<file path="src/rtl/spi_arb_pkg.sv">
// Shared definitions for the SPI memory arbiter: FSM encoding, requester IDs
// and the round-robin grant helper.
package spi_arb_pkg;

  localparam logic [1:0] ST_IDLE  = 2'd0;
  localparam logic [1:0] ST_ISSUE = 2'd1;
  localparam logic [1:0] ST_WAIT  = 2'd2;
  localparam logic [1:0] ST_RESP  = 2'd3;

  localparam logic REQ_IF = 1'b0;
  localparam logic REQ_D  = 1'b1;

  // Under contention the requester not granted last wins; a lone request always wins.
  function automatic logic rr_pick(input logic if_req, input logic d_req, input logic last_grant);
    if (if_req && d_req)
      return ~last_grant;
    return d_req ? REQ_D : REQ_IF;
  endfunction

endpackage

</file>
<file path="src/rtl/spi_arb_timeout.sv">
// WAIT-state cycle counter: cleared outside WAIT, flags expiry once it has
// counted TIMEOUT_CYCLES-1 cycles.
module spi_arb_timeout #(
  parameter int TIMEOUT_CYCLES = 64
) (
  input  logic clk,
  input  logic reset,
  input  logic clear,
  input  logic enable,
  output logic expired
);

  logic [7:0] count_reg;

  always_ff @(posedge clk) begin
    if (reset || clear)
      count_reg <= '0;
    else if (enable && !expired)
      count_reg <= count_reg + 8'd1;
  end

  assign expired = (count_reg == 8'(TIMEOUT_CYCLES - 1));

endmodule

</file>
<file path="src/rtl/spi_mem_arbiter.sv">
// Round-robin arbiter sharing one SPI byte-read engine between an
// instruction-fetch port and a data-load port, with a WAIT timeout.
module spi_mem_arbiter
  import spi_arb_pkg::*;
#(
  parameter int ADDR_W         = 16,
  parameter int TIMEOUT_CYCLES = 64
) (
  input  logic              clk,
  input  logic              reset,
  input  logic              if_req,
  input  logic [ADDR_W-1:0] if_addr,
  output logic              if_rvalid,
  input  logic              d_req,
  input  logic [ADDR_W-1:0] d_addr,
  output logic              d_rvalid,
  output logic [7:0]        rdata,
  output logic              rerr,
  output logic              owner,
  output logic              spi_start,
  output logic [ADDR_W-1:0] spi_addr,
  input  logic              spi_busy,
  input  logic              spi_done,
  input  logic [7:0]        spi_data
);

  logic [1:0] state_reg;
  logic       last_grant_reg;
  logic       grant;
  logic       expired;

  assign grant = rr_pick(if_req, d_req, last_grant_reg);

  spi_arb_timeout #(
    .TIMEOUT_CYCLES(TIMEOUT_CYCLES)
  ) u_timeout (
    .clk     (clk),
    .reset   (reset),
    .clear   (state_reg != ST_WAIT),
    .enable  (state_reg == ST_WAIT),
    .expired (expired)
  );

  always_ff @(posedge clk) begin
    if (reset) begin
      state_reg      <= ST_IDLE;
      last_grant_reg <= REQ_D;
      spi_start      <= 1'b0;
      if_rvalid      <= 1'b0;
      d_rvalid       <= 1'b0;
      rdata          <= 8'h00;
      rerr           <= 1'b0;
      owner          <= REQ_IF;
      spi_addr       <= '0;
    end else begin
      spi_start <= 1'b0;
      if_rvalid <= 1'b0;
      d_rvalid  <= 1'b0;
      case (state_reg)
        ST_IDLE: begin
          if (if_req || d_req) begin
            owner     <= grant;
            spi_addr  <= (grant == REQ_D) ? d_addr : if_addr;
            state_reg <= ST_ISSUE;
          end
        end
        ST_ISSUE: begin
          if (!spi_busy) begin
            spi_start <= 1'b1;
            state_reg <= ST_WAIT;
          end
        end
        ST_WAIT: begin
          // A done pulse arriving on the expiry cycle still counts as success.
          if (spi_done || expired) begin
            rdata     <= spi_done ? spi_data : 8'h00;
            rerr      <= !spi_done;
            if_rvalid <= (owner == REQ_IF);
            d_rvalid  <= (owner == REQ_D);
            state_reg <= ST_RESP;
          end
        end
        ST_RESP: begin
          last_grant_reg <= owner;
          state_reg      <= ST_IDLE;
        end
        default: state_reg <= ST_IDLE;
      endcase
    end
  end

endmodule

</file>
<file path="config.mk">
export PLATFORM = sky130hd
export DESIGN_NAME = spi_mem_arbiter
export DESIGN_NICKNAME = d
export VERILOG_FILES = /design/src/rtl/spi_arb_pkg.sv /design/src/rtl/spi_arb_timeout.sv /design/src/rtl/spi_mem_arbiter.sv
export SDC_FILE = /design/constraint.sdc
export NUM_CORES = 1
export LEC_CHECK = 0
export BUFFER_PORTS_ARGS = -buffer_cell sky130_fd_sc_hd__buf_4
export CAP_MARGIN = 20
export CORE_MARGIN = 5
export CORE_UTILIZATION = 52
export CTS_BUF_LIST = sky130_fd_sc_hd__clkbuf_8
export CTS_CLUSTER_DIAMETER = 150
export DETAILED_ROUTE_END_ITERATION = 12
export GPL_TIMING_DRIVEN = 0
export PLACE_DENSITY_LB_ADDON = 0.3
export SLEW_MARGIN = 5
export SYNTH_ARGS = -nofsm -noshare
export SYNTH_HDL_FRONTEND = slang
export SYNTH_HIERARCHICAL = 1
export SYNTH_SLANG_ARGS = --single-unit
</file>
<file path="constraint.sdc">
create_clock -name clk -period 5.9 [get_ports clk]
set_clock_uncertainty 0.2 [all_clocks]
set_input_delay 0.885 -clock clk [delete_from_list [all_inputs] [get_ports clk]]
set_output_delay 0.885 -clock clk [all_outputs]
set_load 0.1 [all_outputs]
</file>
==> flow_summary.toml <==
[pwr]
p_per_area_nw_per_um2 = 486
p_clk_share_pct = 18.9
combinationalPowerShare_pct = 51.9
p_leak_nw = 1.06
seq_power_share_pct = 29.2
irDropWorstVdd_mv = 0.367
p_sw_share_pct = 48.8
switchingPower_uw = 592
p_int_uw = 621

[sta]
max_slew_margin_pct = 53.2
hold_ws_ns = 0.301
fmax_ghz = 0.432
tns_ns = 0
rsz0062_at_grt = "no"
fin_crit_ns = 2.31
drv_slew = 0
max_slew.worst_pin.slew_ns = 0.698
final-setup-viol-count = 0
period_share_pct = 39.2
hold_viol = 0

[finish]
largest_register_ffs = 16
area_delta_synth_final_pct = 41.7
nNetsFinal = 312
layout-drive-gt1-share_pct = 35.5
diodes = 0

[global_route]
grt_max_degree = 14
grt_pass1_vias = 1696
grt_overflow = 0
grt_pass1_wl_mm = 7.27
antenna_found_initial = 0
grt_usage_pct = 20.4

[synthesis]
avgSynthCellArea_um2 = 9.78
yosys-top-cells-area = "dfxtp_1, mux2i_1, a211oi_1"
synthesis.area_um2 = 1760
yosysTopAreaCellShare_pct = 45.5
yosysTopAreaCell = "dfxtp_1"
yosys_warnings = 6
ys_types = 39
synth_seq_area_share_pct = 45.5
synthCells = 180
syn-num-nets = 231
synth_seq_cells = 40

[route]
vias = 1658
drt_pass1_iterations = 4
routedWlPerCell_um = 14.0
via_per_inst = 5.38
ant_nets = 0
drt_first_iter_violations = 149
wirelength_mm = 4.30
drc = 0

[outcome]
status = "finished, final reports clean"

[clocking]
cts_setup_buffers = 0
cts_tree = "done"
clk_latency_ns = 0.28
cts_hold_buf = 0
cts_buffers = 5
clk_pin_slew_ns = 0.08
cts_htree_levels = 2
clock-sinks = 40
clock_path_buffers = 2
ctsResizeCount = 0
root_buffer = "clkbuf_8"

[worst_setup_path]
worst-setup-path-type = "flip-flop to flip-flop"
cp_max_fo = 10
cpPeakStageDelay_ns = 0.53
critical_path.top_delay_family = "simple AND/OR/NAND/NOR gates"
start_kind = "flip-flop"
required_ns = 5.86
crit_chain = "ha_1 -> nand3_2 -> or4_4 -> inv_1 -> o21ai_1 -> a22oi_1 -> nor2_1"
cp-end-kind = "flip-flop"
worstPathArrival_ns = 2.27
cp_slowest_cell = "or4_4"
path_buf_inv = 1

[die]
die_x_um = 68.2
die_y_um = 68.2
coreArea_um2 = 3310
rows = 21
boundaryPins = 75
dieArea_um2 = 4650
initial_core_util_pct = 53.2

[placement]
globalplace.congestion = 0.816
dpl.hpwl_mm = 3.29
io_buffers = 74

[job]
maxCapViolCount = 0

[worst_hold_path]
min_path_type = "flip-flop to flip-flop"
## path summary, 6_finish.rpt
| check | from | to | slack, ns | cells after the start |
|---|---|---|---|---|
| worst max-delay path | u_timeout/count_reg[0] | rdata[0] | 3.59 | 7 |
| worst min-delay path | spi_addr[14] | spi_addr[14] | 0.30 | 2 |
| worst max register to register | u_timeout/count_reg[0] | rdata[0] | 3.59 | 7 |
| worst min register to register | spi_addr[14] | spi_addr[14] | 0.30 | 2 |
## area by class of cell
cell class              instances  area (µm²)
repair buffers                 74         556
flip-flops and latches         40         801
plain buffers                   9        58.8
well taps                      46        57.6
clock inverters                 2        38.8
fillers                       250         816
inverters                       5        18.8
clock buffers                   6        82.6
multi-input cells             126         882
## metal layers
layer	wire, µm	track usage, %	share of wire, %	vias up
met3	325	6.90	7.6	6
met5	0	0	0	-
li1	-	-	-	824
met1	1810	23.7	42	762
met4	51	6.70	1.2	0
met2	2110	34.9	49	66
## cells by family (layout without fill, tap and decap cells)
kind of cell | after synthesis | after routing | synth area share, %
adder cells (fa/ha/maj) | 5 | 5 | 3.55
multiplexers | 19 | 19 | 10.8
flip-flops | 40 | 40 | 45.5
buffers and inverters | 14 | 96 | 4.41
AO/OA/AOI/OAI | 47 | 47 | 20.1
AND/OR/NAND/NOR | 55 | 55 | 15.6
## synthesized netlist by cell type
| master | n |
|---|---|
| ha_1 | 5 |
| o41a_2 | 1 |
| a21boi_2 | 1 |
| nor2_1 | 29 |
| or4_4 | 1 |
| or3_1 | 2 |
| o41a_1 | 1 |
| nor2b_1 | 1 |
| inv_1 | 5 |
| mux2i_1 | 19 |
| buf_12 | 1 |
| a22oi_1 | 8 |
| a211o_1 | 1 |
| nand2b_1 | 3 |
| nand4_1 | 3 |
| and4_1 | 1 |
| and3_1 | 1 |
| buf_2 | 1 |
| a21oi_1 | 4 |
| o21ai_1 | 1 |
| dfxtp_1 | 40 |
| a221oi_1 | 1 |
| and2_1 | 1 |
| a211oi_2 | 1 |
| nor3b_1 | 2 |
| a31oi_1 | 2 |
| a222oi_1 | 1 |
| a211oi_1 | 20 |
| o21ai_0 | 3 |
| nand2_1 | 5 |
| and3_2 | 1 |
| o21a_1 | 1 |
| clkbuf_1 | 6 |
| o21a_2 | 1 |
| nand3_2 | 1 |
| nor3_1 | 2 |
| or4b_1 | 1 |
| or2_2 | 1 |
| buf_6 | 1 |
## power by group through the flow
stage / registers, mW / clock network, mW / logic, mW
global placement: 0.357 / 0 / 0.622
finish: 0.355 / 0.229 / 0.629
CTS: 0.354 / 0.233 / 0.632
floorplan: 0.670 / 0 / 0.178
detailed placement: 0.359 / 0 / 0.630
global route: 0.360 / 0.249 / 0.670
## worst register-to-register path, stage by stage (launching register included)
cell	delay, ns
dfxtp_1	0.38
ha_1	0.25
nand3_2	0.12
or4_4	0.53
inv_1	0.14
o21ai_1	0.24
a22oi_1	0.29
nor2_1	0.06
## layout by cell type (no fill, tap or decap), drive strengths merged, types with 4 or more instances in the layout
| master | n |
|---|---|
| a21oi | 4 |
| a211oi | 21 |
| a22oi | 8 |
| nand2 | 5 |
| nor2 | 29 |
| dfxtp | 40 |
| mux2i | 19 |
| clkbuf | 12 |
| o21ai | 4 |
| ha | 5 |
| inv | 5 |
| buf | 77 |
## through the flow
stage | utilization, % | cell area [µm²] | cells | worst slack [ns] | power [mW]
after floorplan | - | 1760 | 180 | 3.81 | 0.848
after global placement | 71.7 | 2370 | 300 | 3.64 | 0.979
after detailed placement | 71.7 | 2370 | 300 | 3.60 | 0.989
after CTS | 75.4 | 2490 | 308 | 3.58 | 1.22
after global routing | 75.4 | 2490 | 308 | 3.42 | 1.28
final | 75.4 | 2490 | 308 | 3.59 | 1.21
Power figures use the tool's default switching activity.
